===== src/rtl/bist_ctrl.sv =====
// BIST controller: drives pseudo-random requests into the arbiter under test, sequences the MISR
// (seed load, compaction, drain) and checks the final signature. Optional abort input: BIST_ABORT_EN.
module bist_ctrl #(
    parameter int              NBIT      = 8,
    parameter int              NPAT      = 255,
    parameter int              DRAIN_CYC = 2,
    parameter logic [7:0]      LFSR_SEED = 8'h01,
    parameter logic [NBIT-1:0] GOLDEN    = '0
) (
    input  logic            clk,
    input  logic            rst,
`ifdef BIST_ABORT_EN
    input  logic            abort,
`endif
    input  logic            start,
    input  logic [NBIT-1:0] signature,
    output logic [3:0]      req_o,
    output logic            bist_mode,
    output logic            misr_rst,
    output logic            busy,
    output logic            done,
    output logic            pass
);

    // The counter serves both RUN and DRAIN, so it must hold the larger of the two phase lengths.
    localparam int CNT_RUN  = $clog2(NPAT + 1);
    localparam int CNT_DRN  = $clog2(DRAIN_CYC + 1);
    localparam int CNT_MAX  = (CNT_RUN > CNT_DRN) ? CNT_RUN : CNT_DRN;
    localparam int CNT_W    = (CNT_MAX < 1) ? 1 : CNT_MAX;

    localparam logic [CNT_W-1:0] RUN_LAST   = CNT_W'(NPAT - 1);
    localparam logic [CNT_W-1:0] DRAIN_LAST = CNT_W'(DRAIN_CYC - 1);

    // An all-zero seed would lock the LFSR, so it is replaced by 8'h01.
    localparam logic [7:0] SEED_EFF = (LFSR_SEED == 8'h00) ? 8'h01 : LFSR_SEED;

    typedef enum logic [2:0] {
        S_IDLE  = 3'd0,
        S_INIT  = 3'd1,
        S_RUN   = 3'd2,
        S_DRAIN = 3'd3,
        S_CMP   = 3'd4,
        S_DONE  = 3'd5
    } state_t;

    state_t           state_q, state_d;
    logic [7:0]       lfsr_q, lfsr_d;
    logic [CNT_W-1:0] cnt_q, cnt_d;
    logic             pass_q, pass_d;
    logic             abort_w;
    logic             in_busy;

`ifdef BIST_ABORT_EN
    assign abort_w = abort;
`else
    assign abort_w = 1'b0;
`endif

    always_ff @(posedge clk or negedge rst) begin
        if (!rst) begin
            state_q <= S_IDLE;
            lfsr_q  <= SEED_EFF;
            cnt_q   <= '0;
            pass_q  <= 1'b0;
        end else begin
            state_q <= state_d;
            lfsr_q  <= lfsr_d;
            cnt_q   <= cnt_d;
            pass_q  <= pass_d;
        end
    end

    always_comb begin
        state_d   = state_q;
        lfsr_d    = lfsr_q;
        cnt_d     = cnt_q;
        pass_d    = pass_q;
        req_o     = 4'h0;
        bist_mode = 1'b0;
        misr_rst  = 1'b0;
        busy      = 1'b0;
        done      = 1'b0;
        in_busy   = 1'b0;

        case (state_q)
            S_IDLE: begin
                if (start) begin
                    state_d = S_INIT;
                    pass_d  = 1'b0;
                end
            end
            S_INIT: begin
                misr_rst  = 1'b1;
                bist_mode = 1'b1;
                busy      = 1'b1;
                in_busy   = 1'b1;
                lfsr_d    = SEED_EFF;
                cnt_d     = '0;
                pass_d    = 1'b0;
                state_d   = S_RUN;
            end
            S_RUN: begin
                req_o     = lfsr_q[3:0];
                bist_mode = 1'b1;
                busy      = 1'b1;
                in_busy   = 1'b1;
                lfsr_d    = {lfsr_q[6:0], lfsr_q[7] ^ lfsr_q[5] ^ lfsr_q[4] ^ lfsr_q[3]};
                if (cnt_q == RUN_LAST) begin
                    cnt_d   = '0;
                    state_d = S_DRAIN;
                end else begin
                    cnt_d = cnt_q + 1'b1;
                end
            end
            S_DRAIN: begin
                bist_mode = 1'b1;
                busy      = 1'b1;
                in_busy   = 1'b1;
                if (cnt_q == DRAIN_LAST) begin
                    state_d = S_CMP;
                end else begin
                    cnt_d = cnt_q + 1'b1;
                end
            end
            S_CMP: begin
                bist_mode = 1'b1;
                busy      = 1'b1;
                in_busy   = 1'b1;
                pass_d    = (signature == GOLDEN);
                state_d   = S_DONE;
            end
            S_DONE: begin
                done = 1'b1;
                if (start) begin
                    state_d = S_INIT;
                    pass_d  = 1'b0;
                end
            end
            default: begin
                state_d = S_IDLE;
                pass_d  = 1'b0;
            end
        endcase

        // Abort overrides every other transition but only while a test is in flight.
        if (abort_w && in_busy) begin
            state_d = S_IDLE;
            lfsr_d  = SEED_EFF;
            cnt_d   = '0;
            pass_d  = 1'b0;
        end
    end

    assign pass = pass_q;

endmodule


===== config.mk =====
export PLATFORM = sky130hd
export DESIGN_NAME = bist_ctrl
export DESIGN_NICKNAME = d
export VERILOG_FILES = /design/src/rtl/bist_ctrl.sv
export SDC_FILE = /design/constraint.sdc
export NUM_CORES = 1
export LEC_CHECK = 0
export CELL_PAD_IN_SITES_DETAIL_PLACEMENT = 0
export CELL_PAD_IN_SITES_GLOBAL_PLACEMENT = 1
export CORE_MARGIN = 4
export CORE_UTILIZATION = 43
export DETAILED_ROUTE_END_ITERATION = 8
export PLACE_DENSITY_LB_ADDON = 0.1
export SYNTH_ARGS = -nofsm -noshare
export SYNTH_HDL_FRONTEND = slang
export SYNTH_SLANG_ARGS = --single-unit

===== constraint.sdc =====
create_clock -name clk -period 2.6 [get_ports clk]
set_input_delay 0.78 -clock clk [delete_from_list [all_inputs] [get_ports clk]]
set_output_delay 0.78 -clock clk [all_outputs]
set_load 0.05 [all_outputs]

==> impl_metrics.py, run 1 <==
metrics = {
    "power_and_ir_drop": {
        "total_power_uw": 2100,
        "p_leak_uw": 0.000612,
        "p_per_area_nw_per_um2": 1400,
        "ir_drop_mv": 1.15,
    },
    "floorplanning": {
        "core_sq_um": 2760,
        "initial_core_util_pct": 44.9,
        "die_area_sq_um": 3800,
        "rows": 19,
        "io_pins": 20,
        "die_w_microns": 61.6,
        "die_y_microns": 61.6,
    },
    "drt": {
        "routedWlPerCell_microns": 14.9,
        "ant_nets": 0,
        "totalWireLength_microns": 2670,
        "drt_iter0_markers": 23,
        "firstDrtPassIters": 4,
        "vias_per_cell": 5.82,
        "vias": 1041,
        "post-route-drc-count": 0,
    },
    "sta": {
        "finalSetupViolCount": 0,
        "slew_viol_final": 0,
        "fin_crit_ns": 2.48,
        "fin_skew_ns": 0.0178,
        "hold_ws_ns": 0.525,
        "tightestPinTransition_ns": 0.562,
        "period_share_pct": 95.2,
        "fin_tns_setup_ns": 0,
        "max_freq_mhz": 404,
        "rsz0062_at_grt": "no",
        "hold_viol": 0,
        "slew_headroom_pct": 62.5,
        "fin_ws_ns": 0.124,
    },
    "layout": {
        "drive_gt1_share_pct": 15.5,
        "final_common_cell": "dfrtp_1",
        "n_fill_cell": 241,
        "n_antenna_cell": 0,
        "fin_area_sq_um": 1500,
        "final_cell_mix": "dfrtp_1 (19), o21ai_0 (14), nand2_1 (12)",
        "layout.nets": 163,
        "area_delta_synth_final_pct": 21.2,
    },
    "setup_path": {
        "worstPathArrival_ns": 1.70,
        "timing.rr.start": "state_q[0]",
        "crit_type": "register to output port",
        "cp-start-kind": "register",
        "cp_data_required_time_ns": 1.82,
        "critPathMaxFanout": 19,
        "reg2reg_slack_ns": 0.73,
        "ff2ff_path_depth": 4,
        "reg2reg_to": "cnt_q[3]",
        "cp-end-kind": "output port",
    },
    "yosys": {
        "syn_area_sq_um": 1240,
        "synth_mux_area_share_pct": 0,
        "yosysWarningCount": 0,
        "ys_seq_elements": 20,
        "synth_edf_count": 0,
        "synth_xor_area_share_pct": 2.83,
        "synth-simple-area-share_pct": 23.0,
        "synth_ff_type": "dfrtp_1",
        "async_flop_share_pct": 100,
        "synth_top_family_by_area": "simple AND/OR/NAND/NOR gates",
        "seq_area_frac_synth_pct": 40.5,
        "synth_cell_type_count": 44,
        "synth_fp_nets": 148,
        "syn_area_per_cell_sq_um": 9.23,
        "synth_fa_ha_area_share_pct": 3.03,
        "synthCells": 134,
        "synth_compound_area_share_pct": 22.9,
    },
    "placed_design": {
        "post_dp_cell_area_sq_um": 1470,
        "post-place-ws_ns": 0.489,
        "portBuffers": 19,
        "gp_congestion": 0.729,
        "dp_hpwl_microns": 1900,
    },
    "global_route": {
        "antenna_found_initial": 0,
        "grt_pass1_vias": 939,
        "grt_max_degree": 21,
        "track_usage_pct": 15.2,
        "overflow": 0,
        "grt_pass1_wl_microns": 4340,
    },
    "worst_hold_path": {
        "min_to": "lfsr_q[6]",
        "hold_depth": 2,
        "hold_class": "register to register",
        "hold_start": "lfsr_q[6]",
    },
    "clocking": {
        "htreeDepth": 1,
        "hold_buffers": 0,
        "cts_inserted_buffers": 3,
        "post-cts-setup-buffer-count": 0,
        "path_clk_slew_ns": 0.13,
        "cts_sinks": 20,
        "root_buffer": "clkbuf_4",
        "clockBufferDepth": 2,
        "postCtsResizedCells": 0,
        "clkLatencyLatePin_ns": 0.31,
        "cts_tree": "yes",
    },
    "run": {
        "drv_cap": 0,
    },
    "outcome": {
        "status": "completed",
    },
}
power breakdown:
part / leakage [uW] / internal [uW] / switching (uW)
Sequential: 0.000261 / 431 / 186
Clock: 0.0000150 / 59.7 / 102
Combinational: 0.000336 / 573 / 747
cell families (layout without fill, tap and decap cells):
kind of cell,after synthesis,in the layout
AND/OR/NAND/NOR,49,49
XOR/XNOR,4,4
flip-flops,20,20
AO/OA/AOI/OAI,41,41
adder cells (fa/ha/maj),3,3
buffers and inverters,17,31
registers in the layout, summed over array words and instances (netlist names):
name     flops
state_q      3
lfsr_q       8
pass         1
cnt_q        8
stage by stage:
step                      util, %  std cells
after floorplan                 -        134
after global placement       53.4        175
after detailed placement     53.4        175
after CTS                    54.4        179
after global routing         54.4        179
final                        54.4        179
cell usage after synthesis (2+ instances only):
| cell type | n | area [sq um] |
|---|---|---|
| nand2b_1 | 3 | 18.8 |
| a22oi_1 | 8 | 60.1 |
| and3_1 | 4 | 25.0 |
| or3_1 | 3 | 18.8 |
| o21ai_0 | 14 | 70.1 |
| buf_4 | 6 | 45.0 |
| inv_1 | 4 | 15.0 |
| clkbuf_1 | 2 | 7.51 |
| ha_1 | 3 | 37.5 |
| a31oi_1 | 2 | 12.5 |
| nand3_1 | 5 | 25.0 |
| o22ai_1 | 3 | 18.8 |
| nor2b_1 | 2 | 12.5 |
| nor3_1 | 3 | 15.0 |
| xnor2_1 | 3 | 26.3 |
| o2bb2ai_1 | 2 | 17.5 |
| nor2_1 | 7 | 26.3 |
| o31ai_1 | 2 | 15.0 |
| buf_2 | 2 | 10.0 |
| nand2_1 | 12 | 45.0 |
| nand4b_1 | 2 | 17.5 |
| dfrtp_1 | 19 | 475 |
| a21oi_1 | 2 | 10.0 |
worst max-delay path, cell delays in order (launching register included):
cell	delay (ns)
dfrtp_1	0.72
nor2_1	0.19
xnor2_2	0.29
buf_12	0.18
metal layers:
layer  wire length, microns  track usage, %
met4                     13            4.85
met3                    167            2.10
met1                   1340            22.9
met5                      0               0
met2                   1150            22.1
worst max-delay path by stage:
| stage | startpoint | end | slack [ns] | cells after the start |
|---|---|---|---|---|
| 5_1_grt | state_q[1] | req_o[2] | 0.06 | 3 |
| 3_5_place_dp | state_q[0] | busy | 0.49 | 3 |
| 3_3_place_gp | state_q[0] | busy | 0.50 | 3 |
| 4_1_cts | state_q[0] | busy | 0.13 | 3 |
| 6_report | state_q[0] | busy | 0.12 | 3 |
| 2_1_floorplan | state_q[2] | busy | 0.34 | 3 |
final cells by class:
cell class              instances  area, sq um  area share [%]
clock buffers                   4         26.3            1.75
inverters                       5         18.8            1.25
multi-input cells              97          647            43.1
flip-flops and latches         20          502            33.4
well taps                      31         38.8            2.59
repair buffers                 22          268            17.8
Note: power is estimated with default switching activity, not from simulation.
==> run 2: changes to the inputs <==
--- a/config.mk
+++ b/config.mk
@@ -10,7 +10,9 @@
 export CORE_MARGIN = 4
 export CORE_UTILIZATION = 43
 export DETAILED_ROUTE_END_ITERATION = 8
+export MAX_ROUTING_LAYER = met4
 export PLACE_DENSITY_LB_ADDON = 0.1
 export SYNTH_ARGS = -nofsm -noshare
 export SYNTH_HDL_FRONTEND = slang
 export SYNTH_SLANG_ARGS = --single-unit
+export TNS_END_PERCENT = 1
==> impl_metrics.py, run 2 (synthesis gave the netlist of run 1 again) <==
metrics = {
    "placed_design": {
        "gp_congestion": 0.738,
        "dp_hpwl_microns": 1900,
        "placed_cells": 175,
        "portBuffers": 19,
        "post-place-ws_ns": 0.489,
    },
    "layout": {
        "layout.nets": 163,
        "final_cell_mix": "dfrtp_1 (19), o21ai_0 (14), nand2_1 (12)",
        "layout.cells.non_filler": 179,
        "n_antenna_cell": 0,
        "fin_util_pct": 54.4,
        "drive_gt1_share_pct": 15.5,
        "final_common_cell": "dfrtp_1",
        "reg_top3": "cnt_q x8, lfsr_q x8, state_q x3",
        "area_delta_synth_final_pct": 21.2,
    },
    "clocking": {
        "root_buffer": "clkbuf_4",
        "cts_inserted_buffers": 3,
        "cts_sinks": 20,
        "clkLatencyLatePin_ns": 0.31,
        "post-cts-setup-buffer-count": 0,
        "path_clk_slew_ns": 0.13,
        "postCtsResizedCells": 0,
        "hold_buffers": 0,
        "cts_tree": "yes",
        "htreeDepth": 1,
        "clockBufferDepth": 2,
    },
    "setup_path": {
        "cp-start-kind": "register",
        "crit_type": "register to output port",
        "reg2reg_slack_ns": 0.73,
        "worstPathArrival_ns": 1.70,
        "cp_data_required_time_ns": 1.82,
        "critPathMaxFanout": 19,
        "cp-end-kind": "output port",
    },
    "drt": {
        "vias_per_cell": 5.83,
        "post-route-drc-count": 0,
        "ant_nets": 0,
        "routedWlPerCell_microns": 14.9,
        "drt_iter0_markers": 30,
        "vias": 1044,
        "firstDrtPassIters": 4,
        "totalWireLength_microns": 2670,
    },
    "sta": {
        "rsz0062_at_grt": "no",
        "tightestPinTransition_ns": 0.562,
        "max_freq_mhz": 404,
        "period_share_pct": 95.2,
        "hold_viol": 0,
        "slew_headroom_pct": 62.5,
        "fin_crit_ns": 2.48,
        "fin_tns_setup_ns": 0,
        "slew_viol_final": 0,
        "fin_ws_ns": 0.124,
        "finalSetupViolCount": 0,
        "fin_skew_ns": 0.0178,
    },
    "power_and_ir_drop": {
        "p_leak_uw": 0.000612,
        "p_per_area_nw_per_um2": 1400,
        "ir_drop_mv": 1.15,
        "total_power_uw": 2100,
    },
    "floorplanning": {
        "initial_core_util_pct": 44.9,
        "die_area_sq_um": 3800,
        "die_w_microns": 61.6,
        "rows": 19,
        "io_pins": 20,
        "core_sq_um": 2760,
        "die_y_microns": 61.6,
    },
    "run": {
        "drv_cap": 0,
    },
    "global_route": {
        "track_usage_pct": 15.6,
        "overflow": 0,
        "antenna_found_initial": 0,
        "grt_pass1_vias": 938,
        "grt_pass1_wl_microns": 4350,
        "grt_max_degree": 21,
    },
    "outcome": {
        "status": "completed",
    },
    "worst_hold_path": {
        "hold_class": "register to register",
    },
}
-- run 2: cell counts in the layout (fill, tap and decap cells not counted) --
Identical to the previous run, type by type.
-- run 2: cell type report --
type | instances | area, sq um
Tap cell | 31 | 38.8
Multi-Input combinational cell | 97 | 647
Fill cell | 241 | 1260
Sequential cell | 20 | 502
Clock buffer | 4 | 26.3
Timing Repair Buffer | 22 | 268
Inverter | 5 | 18.8
-- run 2: where the power goes --
| group | switching (uW) | total [uW] | leakage (uW) | internal, uW |
|---|---|---|---|---|
| clock network | 101 | 161 | 0.0000150 | 59.7 |
| logic | 748 | 1320 | 0.000336 | 573 |
| registers | 187 | 618 | 0.000261 | 431 |
-- run 2: final timing paths --
| kind | cells past startpoint | startpoint | end |
|---|---|---|---|
| max | 3 | state_q[0] | busy |
| max in group asynchronous | 2 | rst | lfsr_q[0] |
| min reg2reg | 2 | lfsr_q[6] | lfsr_q[6] |
| min in group asynchronous | 2 | rst | cnt_q[2] |
| min | 2 | lfsr_q[6] | lfsr_q[6] |
| max reg2reg | 4 | state_q[0] | cnt_q[3] |
-- run 2: metrics by stage --
step | hold WS [ns] | cell area (sq um)
after floorplan | 0.473 | 1240
after global placement | 0.497 | 1470
after detailed placement | 0.500 | 1470
after CTS | 0.527 | 1500
after global routing | 0.553 | 1500
final | 0.524 | 1500
-- run 2: critical path, stage by stage, from the launching register on --
cell     delay (ns)
dfrtp_1        0.72
nor2_1         0.19
xnor2_2        0.29
buf_12         0.18
-- run 2: metal layers --
metal / GRT usage (%) / vias to the layer above / wire length, microns
met1: 22.9 / 489 / 1330
li1: - / 523 / -
met5: - / - / 0
met4: 4.85 / 0 / 13
met2: 22.1 / 30 / 1150
met3: 2.10 / 2 / 174
